===== src/rtl/uart_pkg.sv =====
// Shared UART definitions: FSM state encodings and default frame parameters,
// used by both the receiver and the transmitter.
package uart_pkg;

    localparam int DBIT_DEF    = 8;
    localparam int OS_TICK_DEF = 16;
    localparam int SB_TICK_DEF = 16;

    typedef enum logic [1:0] {
        IDLE  = 2'd0,
        START = 2'd1,
        DATA  = 2'd2,
        STOP  = 2'd3
    } uart_state_e;

endpackage


===== src/rtl/uart_rx_sync.sv =====
// Two-flop synchronizer for an asynchronous single-bit input.
// Both stages reset to RESET_VAL so an idle-high line looks idle straight out of reset.
module uart_rx_sync #(
    parameter logic RESET_VAL = 1'b1
) (
    input  logic clk,
    input  logic reset,
    input  logic d,
    output logic q
);

    logic meta_q, meta_d;
    logic sync_q, sync_d;

    always_comb begin
        meta_d = d;
        sync_d = meta_q;
    end

    always_ff @(posedge clk or negedge reset) begin
        if (!reset) begin
            meta_q <= RESET_VAL;
            sync_q <= RESET_VAL;
        end else begin
            meta_q <= meta_d;
            sync_q <= sync_d;
        end
    end

    assign q = sync_q;

endmodule


===== src/rtl/uart_rx.sv =====
// UART receiver: 16x oversampled, MSB-first frames, mid-bit sampling.
// Delivers each word with a one-clock done pulse and a framing-error flag.
module uart_rx
    import uart_pkg::*;
#(
    parameter int DBIT    = DBIT_DEF,
    parameter int OS_TICK = OS_TICK_DEF,
    parameter int SB_TICK = SB_TICK_DEF
) (
    input  logic            clk,
    input  logic            reset,
    input  logic            s_tick,
    input  logic            rx,
    output logic [DBIT-1:0] d_out,
    output logic            rx_done_flag,
    output logic            frame_err
);

    localparam int SMAX = (OS_TICK > SB_TICK) ? OS_TICK : SB_TICK;
    localparam int SW   = (SMAX > 2) ? $clog2(SMAX) : 1;
    localparam int NW   = (DBIT > 2) ? $clog2(DBIT) : 1;

    localparam logic [SW-1:0] S_MID       = SW'(OS_TICK / 2 - 1);
    localparam logic [SW-1:0] S_BIT_LAST  = SW'(OS_TICK - 1);
    localparam logic [SW-1:0] S_STOP_LAST = SW'(SB_TICK - 1);
    localparam logic [NW-1:0] N_LAST      = NW'(DBIT - 1);

    logic rx_s;

    uart_state_e     state_q, state_d;
    logic [SW-1:0]   s_q, s_d;
    logic [NW-1:0]   n_q, n_d;
    logic [DBIT-1:0] b_q, b_d;
    logic [DBIT-1:0] d_out_q, d_out_d;
    logic            done_q, done_d;
    logic            err_q, err_d;

    uart_rx_sync #(
        .RESET_VAL (1'b1)
    ) u_sync (
        .clk   (clk),
        .reset (reset),
        .d     (rx),
        .q     (rx_s)
    );

    always_ff @(posedge clk or negedge reset) begin
        if (!reset) begin
            state_q <= IDLE;
            s_q     <= '0;
            n_q     <= '0;
            b_q     <= '0;
            d_out_q <= '0;
            done_q  <= 1'b0;
            err_q   <= 1'b0;
        end else begin
            state_q <= state_d;
            s_q     <= s_d;
            n_q     <= n_d;
            b_q     <= b_d;
            d_out_q <= d_out_d;
            done_q  <= done_d;
            err_q   <= err_d;
        end
    end

    // All state only moves on s_tick; a low seen at mid-start that has gone
    // high again is treated as a glitch and dropped silently.
    always_comb begin
        state_d = state_q;
        s_d     = s_q;
        n_d     = n_q;
        b_d     = b_q;
        d_out_d = d_out_q;
        done_d  = 1'b0;
        err_d   = err_q;

        if (s_tick) begin
            unique case (state_q)
                IDLE: begin
                    if (!rx_s) begin
                        state_d = START;
                        s_d     = '0;
                    end
                end
                START: begin
                    if (s_q == S_MID) begin
                        if (!rx_s) begin
                            state_d = DATA;
                            s_d     = '0;
                            n_d     = '0;
                        end else begin
                            state_d = IDLE;
                        end
                    end else begin
                        s_d = s_q + SW'(1);
                    end
                end
                DATA: begin
                    if (s_q == S_BIT_LAST) begin
                        s_d = '0;
                        b_d = {b_q[DBIT-2:0], rx_s};
                        if (n_q == N_LAST) begin
                            state_d = STOP;
                        end else begin
                            n_d = n_q + NW'(1);
                        end
                    end else begin
                        s_d = s_q + SW'(1);
                    end
                end
                STOP: begin
                    // Leaving at mid stop bit leaves half a bit to catch the next start edge.
                    if (s_q == S_STOP_LAST) begin
                        d_out_d = b_q;
                        done_d  = 1'b1;
                        err_d   = ~rx_s;
                        state_d = IDLE;
                        s_d     = '0;
                    end else begin
                        s_d = s_q + SW'(1);
                    end
                end
                default: state_d = IDLE;
            endcase
        end
    end

    assign d_out        = d_out_q;
    assign rx_done_flag = done_q;
    assign frame_err    = err_q;

endmodule


===== config.mk =====
export PLATFORM = sky130hd
export DESIGN_NAME = uart_rx
export DESIGN_NICKNAME = d
export VERILOG_FILES = /design/src/rtl/uart_pkg.sv /design/src/rtl/uart_rx_sync.sv /design/src/rtl/uart_rx.sv
export SDC_FILE = /design/constraint.sdc
export NUM_CORES = 1
export LEC_CHECK = 0
export BUFFER_PORTS_ARGS = -buffer_cell sky130_fd_sc_hd__buf_4
export CORE_MARGIN = 2
export CORE_UTILIZATION = 29
export DETAILED_ROUTE_END_ITERATION = 10
export GPL_TIMING_DRIVEN = 0
export HOLD_SLACK_MARGIN = 0.06
export SLEW_MARGIN = 10
export SYNTH_ARGS = -nofsm -noshare
export SYNTH_HDL_FRONTEND = slang
export SYNTH_SLANG_ARGS = --single-unit

===== constraint.sdc =====
create_clock -name clk -period 1.9 [get_ports clk]
set_input_delay 0.19 -clock clk [delete_from_list [all_inputs] [get_ports clk]]
set_output_delay 0.19 -clock clk [all_outputs]
set_load 0.05 [all_outputs]

### Yosys cells after proc, flatten, opt, wreduce, memory -nomap -nowiden

Cells that the tools add are included.

* flip-flop bits (word level): 29
* output and inout port bits: 10
* word-level logic and storage cells: 51

* add/sub/neg operators: 2
* equal/unequal tests: 13
* multiplexer cells: 19
* bitwise gates (word level): 1
* reductions and logical operators: 7

Operators with widths (number)
* $ne 2x2->1 const B: 7
* $mux 2: 6
* $mux 3: 4
* $mux 4: 3
* $pmux 4 s3: 1
* $reduce_and 6->1: 2
* $pmux 2 s4: 1
* $pmux 3 s2: 1
* $reduce_and 3->1: 2
* $add 4x1->4 const B: 1
* $eq 2x2->1 const B: 2
* $eq 4x3->1 const B: 1
* $eq 4x4->1 const B: 1
* $add 3x1->3 const B: 1
* $eq 3x3->1 const B: 1
* $mux 1: 3
* $eq 2x1->1 const B: 1
* $logic_not 2->1: 1
* $reduce_bool 2->1: 1
* $reduce_or 2->1: 1
* $not 1->1: 1

### Longest topological paths before layout

* word-level depth: 4
* mapped depth: 5
* depth with buffers taken out: 5

### By module

Synthesis repeated with hierarchy kept, for this count alone.

* cell total of the unflattened synthesis: 120
* area total of the unflattened synthesis: 1438.9 um2

Modules (own cells, without submodules)
* uart_rx: times used 1, cells each 118, area an instance 1386.3 um2
* uart_rx_sync: times used 1, cells each 2, area an instance 52.6 um2

### Least setup slack after synthesis

No wires, ideal clock.

* path kind: flip-flop to flip-flop
* start point: register s_q[0]
* end point: register d_out_q[0], in the netlist d_out[0]
* arrival time: 1387 ps
* path slack: 388 ps
* stages on the path, launching flop included: 6
* path buffers: 1
* clock period less this slack: 1512 ps
* path through: dfrtp_1 > ha_1 > buf_4 > nand4_4 > nor2_8 > mux2_2

* word-level cells in the longest chain between the ends: 2

RTL lines
* start, declared: RTL line uart_rx.sv:31 `logic [SW-1:0] s_q, s_d;`
* start signal, assigned: RTL line uart_rx.sv:50 `s_q <= '0;`
* start signal, assigned: RTL line uart_rx.sv:58 `s_q <= s_d;`
* $eq 4x4->1: RTL line uart_rx.sv:114 `if (s_q == S_STOP_LAST) begin`
* $reduce_and 3->1 (no line)
* end signal, assigned: RTL line uart_rx.sv:61 `d_out_q <= d_out_d;`
* end, declared: RTL line uart_rx.sv:34 `logic [DBIT-1:0] d_out_q, d_out_d;`

Every way passes these cells.
A chain may end at the register's enable or synchronous reset.

### Final worst setup path

* start point: register s_q[0]
* end point: register d_out_q[4], in the netlist d_out[4]

Same word-level chain as after synthesis.

==> impl_metrics.tcl <==
set metrics [dict create \
    area_growth_pct 21.9 \
    pin_count 14 \
    synthArstFlopShare_pct 100 \
    startpoint "s_q[0]" \
    ys_types 38 \
    synth_cells 101 \
    status "finished clean" \
    start_kind "register" \
    die_x_um 72.8 \
    gp_congestion 0.693 \
    wl_mm 2.29 \
    antenna_found_initial 0 \
    firstDrtPassIters 3 \
    grt_pass1_vias 855 \
    synth-seq-cells 29 \
    yosysTopAreaCellShare_pct 49.2 \
    reg2reg_to "d_out[4]" \
    p_leak_nw 0.829 \
    crit_slowest_cell "dfrtp_1" \
    relSlewSlack_pct 76.2 \
    hold_depth 3 \
    clkTransAtPathRegs_ns 0.06 \
    drive_above_1_share_pct 44.4 \
    tightest_slew_ns 0.356 \
    port_buffers 13 \
    clkLatencyLatePin_ns 0.28 \
    yosysWarnings 0 \
    final_cells 178 \
    start_util_pct 29.7 \
    nets 130 \
    cp-end-kind "register" \
    drc 0 \
    drtIter0Drc 21 \
    post-place-cells 168 \
    grt_overflow 0 \
    cp_num_buf_inv 1 \
    cts_setup_buffers 0 \
    synth_edf_count 0 \
    critPathArrivalTime_ns 1.84 \
    rsz0062_at_grt "no" \
    grt_usage_pct 10.4 \
    clock_path_buffers 2 \
    crit_family "simple AND/OR/NAND/NOR gates" \
    path_cells "ha_1 -> buf_4 -> nand4_4 -> nor2_8 -> mux2_2" \
    num_antenna_cells 0 \
    setup_tns_ns 0 \
    hold_viol 0 \
    cp.depth 5 \
    fp.dieArea_um2 5300 \
    min_path_type "primary input to register" \
    cts_tree "done" \
    r2r_slack_ns 0.22 \
    hold_path.startpoint "s_tick" \
    p_per_area_nw_per_um2 1190 \
    place_area_um2 1540 \
    hpwlAfterDp_mm 1.65 \
    reg2reg_depth 5 \
    worstSetupPathType "register to register" \
    drv_cap 0 \
    grt_max_degree 30 \
    fin_area_um2 1680 \
    crit_path_max_fanout 10 \
    syn_area_um2 1370 \
    drv_slew 0 \
    worstPathRequired_ns 2.06 \
    core_um2 4630 \
    drtAntennaViolNets 0 \
    cts_root_buf "clkbuf_8" \
    yosys-top-cells-count "dfrtp_1, mux2_2, inv_1, nand3_1" \
    via_per_inst 4.77 \
    synth.avg_cell_area_um2 13.6 \
    die_h_um 72.8 \
    hold_end "rx_done_flag" \
    fin_skew_ns 0.00561 \
    post-route-period-util_pct 88.4 \
    fmax_mhz 596 \
    num_rows 25 \
    setup_violations 0 \
    vias 849 \
    finish.utilization_pct 36.2 \
    ir_worst_vdd_mv 0.724 \
    h-tree-depth 2 \
    numCtsBuffers 5 \
    period_minus_slack_ns 1.68 \
    synthesis.nets 108 \
    wire_per_inst_um 12.9 \
    crit_path_max_incr_delay_ns 0.40 \
    cts_sinks 29 \
    r2r-start "s_q[0]" \
    yosysSeqAreaShare_pct 53.0 \
    synth.area.top_cells "dfrtp_1, mux2_2, dfstp_2" \
    grt_pass1_wl_mm 4.13 \
    yosysTopAreaCell "dfrtp_1" \
    yosysMostFrequentCell "dfrtp_1" \
    synthFlopType "dfrtp_1" \
]
==> layer usage <==
metal / wire length [um] / GRT usage, % / vias to the layer above / share of wire (%)
li1: - / - / 411 / -
met1: 1080 / 13.8 / 424 / 47
met4: 48 / 4.94 / 0 / 2.1
met5: 0 / 0 / - / 0
met3: 70 / 3.73 / 5 / 3.1
met2: 1090 / 14.9 / 9 / 48
==> report_power, final <==
part	leakage [nW]	switching, mW	internal, mW
Clock	0.0585	0.219	0.427
Sequential	0.376	0.0620	0.712
Combinational	0.395	0.318	0.260
Total	0.829	0.600	1.40
==> worst min-delay path, delay by kind of cell <==
| family | cells | cell delay, ns |
|---|---|---|
| and+or+nand+nor | 2 | 0.26 |
| buffers and inverters | 1 | 0.12 |
==> state kept, by name, indices dropped and copies added (netlist names), named ones only <==
register and cells:
b_q 8, d_out 8, frame_err 1, n_q 3, rx_done_flag 1, s_q 4
state_q 1, u_sync.meta_q 1, u_sync.q 1
==> cell type report <==
cell class | instances | area (um^2)
Tap cell | 54 | 67.6
Buffer | 6 | 47.5
Clock inverter | 1 | 30.0
Sequential cell | 29 | 728
Clock buffer | 7 | 86.3
Multi-Input combinational cell | 61 | 579
Timing Repair Buffer | 15 | 118
Inverter | 5 | 18.8
Fill cell | 456 | 2950
==> kinds of logic (layout without fill, tap and decap cells) <==
kind of cell | after synthesis | after routing | share of synthesized area (%)
DFF | 29 | 29 | 53.0
and+or+nand+nor | 25 | 25 | 15.1
muxes | 18 | 18 | 14.8
buffers and inverters | 11 | 34 | 4.83
xor gates and xnor gates | 1 | 1 | 0.638
adders and majority gates | 3 | 3 | 2.73
AOI/OAI and AO/OA | 14 | 14 | 8.93
==> through the flow <==
stage / setup slack, ns / total power, mW / hold WS [ns]
floorplan: 0.388 / 1.24 / -0.106
global placement: 0.277 / 1.33 / 0.130
detailed placement: 0.223 / 1.37 / 0.136
CTS: 0.207 / 2.03 / 0.344
global route: 0.125 / 2.14 / 0.352
finish: 0.221 / 2.00 / 0.352
==> worst max-delay path by stage <==
stage | slack [ns] | end
3_3_place_gp | 0.28 | d_out[2]
4_1_cts | 0.21 | d_out[4]
6_report | 0.22 | d_out[4]
5_1_grt | 0.13 | d_out[5]
2_1_floorplan | 0.39 | d_out[0]
3_5_place_dp | 0.22 | d_out[4]
==> what timing repair did <==
action,in CTS,in global routing
gates resized for setup,0,0
hold endpoints to repair,28,0
hold buffers,2,0
==> cell usage in the layout (no fill, tap or decap), types with 3 or more instances in the layout <==
cell type	netlist	layout
clkbuf_8	1	7
inv_1	5	5
o2bb2ai_1	3	3
nand2_1	3	3
dfrtp_1	27	27
buf_2	3	3
buf_4	1	14
nand3_1	4	4
ha_1	3	3
mux2_2	18	18
(Power assumes the default switching activity.)
